$ cat src/rtl/graph_defs.sv
// Shared object-list definitions: record layout, object types, colours,
// list geometry and the command op codes used by the list writer.
package graph_defs;

  localparam int OBJ_WIDTH = 66;
  localparam int MAX_LEN   = 16;
  localparam int LEN_BITS  = 6;
  localparam int IDX_BITS  = $clog2(MAX_LEN);

  // Object types; anything at or above 4 is treated as a terminator by the renderer
  typedef enum logic [3:0] {
    OBJ_NONE      = 4'd0,
    OBJ_RECTANGLE = 4'd1,
    OBJ_CIRCLE    = 4'd2,
    OBJ_ROUNDRECT = 4'd3
  } obj_type_e;

  // Field bounds inside one object record
  localparam int TYPE_L   = 65;
  localparam int TYPE_R   = 62;
  localparam int X_L      = 61;
  localparam int X_R      = 52;
  localparam int Y_L      = 51;
  localparam int Y_R      = 42;
  localparam int WIDTH_L  = 41;
  localparam int WIDTH_R  = 32;
  localparam int HEIGHT_L = 31;
  localparam int HEIGHT_R = 22;
  localparam int RADIUS_L = 21;
  localparam int RADIUS_R = 12;
  localparam int COLOR_L  = 11;
  localparam int COLOR_R  = 0;

  // Common 12-bit RGB colours
  localparam logic [11:0] COLOR_BLACK = 12'h000;
  localparam logic [11:0] COLOR_RED   = 12'hF00;
  localparam logic [11:0] COLOR_GREEN = 12'h0F0;
  localparam logic [11:0] COLOR_BLUE  = 12'h00F;
  localparam logic [11:0] COLOR_WHITE = 12'hFFF;

  // Sequencer command op codes
  typedef enum logic [1:0] {
    OP_APPEND = 2'd0,
    OP_WRITE  = 2'd1,
    OP_CLEAR  = 2'd2,
    OP_COMMIT = 2'd3
  } op_e;

  // Writer control states
  typedef enum logic [1:0] {
    ST_IDLE      = 2'd0,
    ST_CLEAR     = 2'd1,
    ST_WAIT_SYNC = 2'd2
  } state_e;

  // Assemble one object record from its fields
  function automatic logic [OBJ_WIDTH-1:0] make_obj(
    input logic [3:0]  obj_type,
    input logic [9:0]  x,
    input logic [9:0]  y,
    input logic [9:0]  width,
    input logic [9:0]  height,
    input logic [9:0]  radius,
    input logic [11:0] color
  );
    return {obj_type, x, y, width, height, radius, color};
  endfunction

endpackage

$ cat src/rtl/obj_list_writer.sv
// Double-buffered object list writer: commands edit a shadow list which is
// copied to the displayed front list only at a frame boundary.
module obj_list_writer
  import graph_defs::*;
(
  input  logic                          clk,
  input  logic                          rst,
  input  logic                          cmd_valid,
  output logic                          cmd_ready,
  input  logic [1:0]                    cmd_op,
  input  logic [LEN_BITS-1:0]           cmd_idx,
  input  logic [OBJ_WIDTH-1:0]          cmd_obj,
  input  logic                          frame_sync,
  output logic [OBJ_WIDTH*MAX_LEN-1:0]  obj_arr_packed,
  output logic [LEN_BITS-1:0]           arr_len,
  output logic                          cmd_err,
  output logic                          commit_done
);

  localparam logic [LEN_BITS-1:0] MAX_LEN_L = LEN_BITS'(MAX_LEN);
  localparam logic [IDX_BITS-1:0] CLR_LAST  = IDX_BITS'(MAX_LEN - 1);

  state_e                 state_q, state_d;
  logic [OBJ_WIDTH-1:0]   shadow_q [MAX_LEN];
  logic [OBJ_WIDTH-1:0]   shadow_d [MAX_LEN];
  logic [OBJ_WIDTH-1:0]   front_q  [MAX_LEN];
  logic [OBJ_WIDTH-1:0]   front_d  [MAX_LEN];
  logic [LEN_BITS-1:0]    shadow_len_q, shadow_len_d;
  logic [LEN_BITS-1:0]    front_len_q, front_len_d;
  logic [IDX_BITS-1:0]    clr_idx_q, clr_idx_d;
  logic                   cmd_ready_q, cmd_ready_d;
  logic                   cmd_err_q, cmd_err_d;
  logic                   commit_done_q, commit_done_d;
  logic                   obj_is_none;

  assign obj_is_none = (cmd_obj[TYPE_L:TYPE_R] == 4'(OBJ_NONE));

  // Next-state logic: command decode, one-entry-per-cycle clear, sync-gated swap
  always_comb begin
    state_d       = state_q;
    shadow_d      = shadow_q;
    front_d       = front_q;
    shadow_len_d  = shadow_len_q;
    front_len_d   = front_len_q;
    clr_idx_d     = clr_idx_q;
    cmd_err_d     = 1'b0;
    commit_done_d = 1'b0;
    case (state_q)
      ST_IDLE: begin
        if (cmd_valid) begin
          case (op_e'(cmd_op))
            OP_APPEND: begin
              if ((shadow_len_q < MAX_LEN_L) && !obj_is_none) begin
                shadow_d[shadow_len_q[IDX_BITS-1:0]] = cmd_obj;
                shadow_len_d = shadow_len_q + LEN_BITS'(1);
              end else begin
                cmd_err_d = 1'b1;
              end
            end
            OP_WRITE: begin
              if ((cmd_idx < shadow_len_q) && !obj_is_none) begin
                shadow_d[cmd_idx[IDX_BITS-1:0]] = cmd_obj;
              end else begin
                cmd_err_d = 1'b1;
              end
            end
            OP_CLEAR: begin
              shadow_len_d = '0;
              clr_idx_d    = '0;
              state_d      = ST_CLEAR;
            end
            default: begin
              state_d = ST_WAIT_SYNC;
            end
          endcase
        end
      end
      ST_CLEAR: begin
        shadow_d[clr_idx_q] = '0;
        if (clr_idx_q == CLR_LAST) begin
          state_d = ST_IDLE;
        end else begin
          clr_idx_d = clr_idx_q + IDX_BITS'(1);
        end
      end
      ST_WAIT_SYNC: begin
        if (frame_sync) begin
          front_d       = shadow_q;
          front_len_d   = shadow_len_q;
          commit_done_d = 1'b1;
          state_d       = ST_IDLE;
        end
      end
      default: begin
        state_d = ST_IDLE;
      end
    endcase
    cmd_ready_d = (state_d == ST_IDLE);
  end

  // State and list registers with synchronous reset back to an empty list
  always_ff @(posedge clk) begin
    if (rst) begin
      state_q       <= ST_IDLE;
      shadow_len_q  <= '0;
      front_len_q   <= '0;
      clr_idx_q     <= '0;
      cmd_ready_q   <= 1'b1;
      cmd_err_q     <= 1'b0;
      commit_done_q <= 1'b0;
      for (int i = 0; i < MAX_LEN; i++) begin
        shadow_q[i] <= '0;
        front_q[i]  <= '0;
      end
    end else begin
      state_q       <= state_d;
      shadow_len_q  <= shadow_len_d;
      front_len_q   <= front_len_d;
      clr_idx_q     <= clr_idx_d;
      cmd_ready_q   <= cmd_ready_d;
      cmd_err_q     <= cmd_err_d;
      commit_done_q <= commit_done_d;
      for (int i = 0; i < MAX_LEN; i++) begin
        shadow_q[i] <= shadow_d[i];
        front_q[i]  <= front_d[i];
      end
    end
  end

  // Flatten the front register array onto the packed output bus
  always_comb begin
    obj_arr_packed = '0;
    for (int i = 0; i < MAX_LEN; i++) begin
      obj_arr_packed[i*OBJ_WIDTH +: OBJ_WIDTH] = front_q[i];
    end
  end

  assign cmd_ready   = cmd_ready_q;
  assign arr_len     = front_len_q;
  assign cmd_err     = cmd_err_q;
  assign commit_done = commit_done_q;

endmodule

$ cat config.mk
export PLATFORM = sky130hd
export DESIGN_NAME = obj_list_writer
export DESIGN_NICKNAME = d
export VERILOG_FILES = /design/src/rtl/graph_defs.sv /design/src/rtl/obj_list_writer.sv
export SDC_FILE = /design/constraint.sdc
export NUM_CORES = 2
export LEC_CHECK = 0
export BUFFER_PORTS_ARGS = -buffer_cell sky130_fd_sc_hd__buf_2
export CELL_PAD_IN_SITES_DETAIL_PLACEMENT = 0
export CELL_PAD_IN_SITES_GLOBAL_PLACEMENT = 2
export CORE_MARGIN = 4
export CORE_UTILIZATION = 33
export CTS_CLUSTER_DIAMETER = 80
export CTS_CLUSTER_SIZE = 14
export DETAILED_ROUTE_END_ITERATION = 10
export PLACE_DENSITY = 0.88
export REMOVE_ABC_BUFFERS = 1
export SLEW_MARGIN = 10
export SYNTH_ARGS = -nofsm -noshare
export SYNTH_HDL_FRONTEND = slang
export SYNTH_SLANG_ARGS = --single-unit
$ cat constraint.sdc
create_clock -name clk -period 3.46 [get_ports clk]
set_input_delay 0.692 -clock clk [delete_from_list [all_inputs] [get_ports clk]]
set_output_delay 0.692 -clock clk [all_outputs]
set_load 0.01 [all_outputs]
==> flow_summary.json <==
{
  "grt_antenna_before_repair": 16,
  "area_growth_syn_to_layout_pct": 19.0,
  "route.antenna.remaining_nets": 0,
  "portBuffers": 1142,
  "setup_tns_final_ns": 0,
  "grt.total_usage": 0.258,
  "first_global_vias": 60600,
  "clock.fmax_mhz": 320,
  "max_stage_delay_ns": 0.93,
  "num_rows": 170,
  "globalRoute.totalOverflow": 0,
  "synthDominantAreaCellType": "dfxtp_1",
  "asyncSetResetFlopFracSynth": 0,
  "cts-hold-fix-buffers": 0,
  "crit_path_frequent_cell": "buf_12",
  "initialDrtViolationCount": 6722,
  "average_via_count_per_standard_cell": 5.43,
  "mostFrequentLayoutCells": "nand2_1, dfxtp_1, buf_2, a21oi_1, o22ai_1",
  "drt-total-wl_um": 307000,
  "finalSetupViolCount": 0,
  "cts_root_buf": "clkbuf_16",
  "numCtsBuffers": 176,
  "timing.critical_path.arrival_ns": 3.86,
  "clock_pin_transition_on_the_worst_setup_and_hold_timing_paths_ns": 0.07,
  "sequential_cell_area_fraction_in_the_yosys_report": 0.595,
  "fp.dieArea_um2": 225000,
  "synth-edff-count": 0,
  "cts_tree": "done",
  "detail_route.wl_per_cell_um": 25.6,
  "post_cts_buffers": 0,
  "core_area_um2": 215000,
  "floorplan.initialDensity": 0.333,
  "post_cts_resized": 0,
  "slew_viol_final": 0,
  "ctsHtreeMaxLevel": 4,
  "pin_count": 1143,
  "synthDominantCellAreaShare": 0.595,
  "finalCriticalPeriod_ns": 3.12,
  "pwr_density_cell_nw_per_um2": 526,
  "critical_path.cell_chain": "inv_2, ha_1, nand4_1, o21bai_4, a2111oi_4, buf_12, buf_12, o22ai_1",
  "timing.critical_path.max_delay_family": "compound AO/OA/AOI/OAI gates",
  "cts-root-to-sink-buffers": 3,
  "synth_top_cells_by_area": "dfxtp_1, nand2_1, o22ai_1",
  "end_kind": "flip-flop",
  "drv.max_cap_violation_count": 0,
  "timing.hold.worst.class": "in -> reg",
  "rsz_0062_raised_after_global_routing": "no",
  "seq_area_um2": 42700,
  "worst_hold_slack_ns": 0.122,
  "reg2reg_setup_slack_ns": 0.34,
  "global_route_wire_length_before_repair_um": 429000,
  "mappedNetlistArea_um2": 71800,
  "p_leak_nw": 31.8,
  "die_h_um": 474,
  "synthesis.area_per_instance_um2": 8.55,
  "cts_sinks": 2133,
  "dp_hpwl_um": 195000,
  "final_common_cell": "nand2_1",
  "startpoint_type_of_the_worst_setup_path": "flip-flop",
  "detailedRoute.firstPassIterationCount": 6,
  "crit_path_max_fanout": 42,
  "nets": 9221,
  "cpMaxStageDelayCell": "o21bai_4",
  "clock_insertion_delay_worst_skew_ns": 0.82,
  "worstPathRequired_ns": 4.19,
  "pin_count_of_the_biggest_net_entering_global_routing": 201,
  "synthesis.instances": 8390,
  "post-route-drc-count": 0,
  "crit_type": "reg -> reg",
  "count_of_buffer_and_inverter_cells_on_the_critical_path": 3,
  "worst_ir_drop_vdd_uv": 498,
  "worst_clock_skew_ns": 0.0337,
  "number_of_unique_standard_cell_types_used_by_synthesis": 59,
  "die_width_um": 474,
  "multi_input_comb_area_um2": 25900,
  "n_fill_cell": 22000,
  "worst_slew_pin_slew_ns": 1.12,
  "ys_seq_elements": 2133,
  "synthFlopType": "dfxtp_1",
  "run_status": "completed",
  "final-hold-violation-count": 0,
  "max_transition_margin": 0.252,
  "post_route_cells_drive_above_1_share": 0.176,
  "post-route-period-util": 0.903,
  "synth-warning-count": 0,
  "gp_routability_congestion": 0.817,
  "vias": 65200
}
[registers in the layout, summed over array words and instances, names as in the netlist]
register and cells:
cmd_ready 1, cmd_err 1, state_q 2, commit_done 1, clr_idx_q 4, arr_len 6, shadow_q 1056, obj_arr_packed 1056
shadow_len_q 6
[cell families (layout without fill, tap and decap cells)]
kind of cell,after synthesis,in the layout,share of synthesized area
xor gates and xnor gates,4,4,0.000488
buffers and inverters,789,1554,0.0491
muxes,2,2,0.000279
and+or+nand+nor,3264,3264,0.174
DFF,2133,2133,0.595
other,0,3,0
AOI/OAI and AO/OA,2185,2185,0.179
adders and majority gates,13,13,0.00227
[power breakdown]
group | switching, W | leakage (nW) | internal [W] | total [W]
Combinational | 0.00151 | 12.3 | 0.000288 | 0.00180
Sequential | 0.0000464 | 17.2 | 0.0246 | 0.0247
Clock | 0.00912 | 2.35 | 0.00938 | 0.0185
Total | 0.0107 | 31.8 | 0.0343 | 0.0450
[layout make-up]
type                    count  share of cell area
clock buffers             182              0.0524
repair buffers           1341              0.0982
clock inverters            21             0.00391
well taps                2838              0.0416
multi-input cells        5468               0.303
diodes                      3           0.0000879
flip-flops and latches   2133               0.500
inverters                  10            0.000439
[Yosys cell counts (all sizes together), types with 3 or more instances]
library cell,count
a2111oi,15
a21oi,1086
a22oi,9
a32o,66
a41oi,3
and3b,3
buf,191
clkbuf,588
dfxtp,2133
ha,13
inv,10
nand2,3186
nor2,24
nor2b,9
nor3,8
nor3b,3
o211ai,3
o22ai,990
or4,16
[per-layer routing]
layer,GRT usage,wire (um),vias to the layer above
li1,-,-,29600
met1,0.344,128000,31700
met2,0.406,138000,3219
met3,0.0462,25300,587
met4,0.117,15200,10
met5,0,68,-
[final timing paths]
kind / startpoint / to / cells past startpoint
max: shadow_len_q[2] / shadow_q[349] / 8
min: cmd_obj[19] / shadow_q[19] / 2
max reg2reg: shadow_len_q[2] / shadow_q[349] / 8
min reg2reg: shadow_q[314] / obj_arr_packed[776] / 2
[per-stage QoR]
step / power (W) / instance area (um2) / std cells / setup slack, ns / utilization
floorplan: 0.0258 / 68300 / 7611 / -29.74 / -
global placement: 0.0270 / 80600 / 11800 / -0.0551 / 0.374
detailed placement: 0.0270 / 80600 / 11800 / -0.0707 / 0.374
CTS: 0.0453 / 85400 / 12000 / 0.237 / 0.396
global route: 0.0462 / 85400 / 12000 / 0.337 / 0.396
finish: 0.0450 / 85400 / 12000 / 0.336 / 0.396
(Power assumes the default switching activity.)
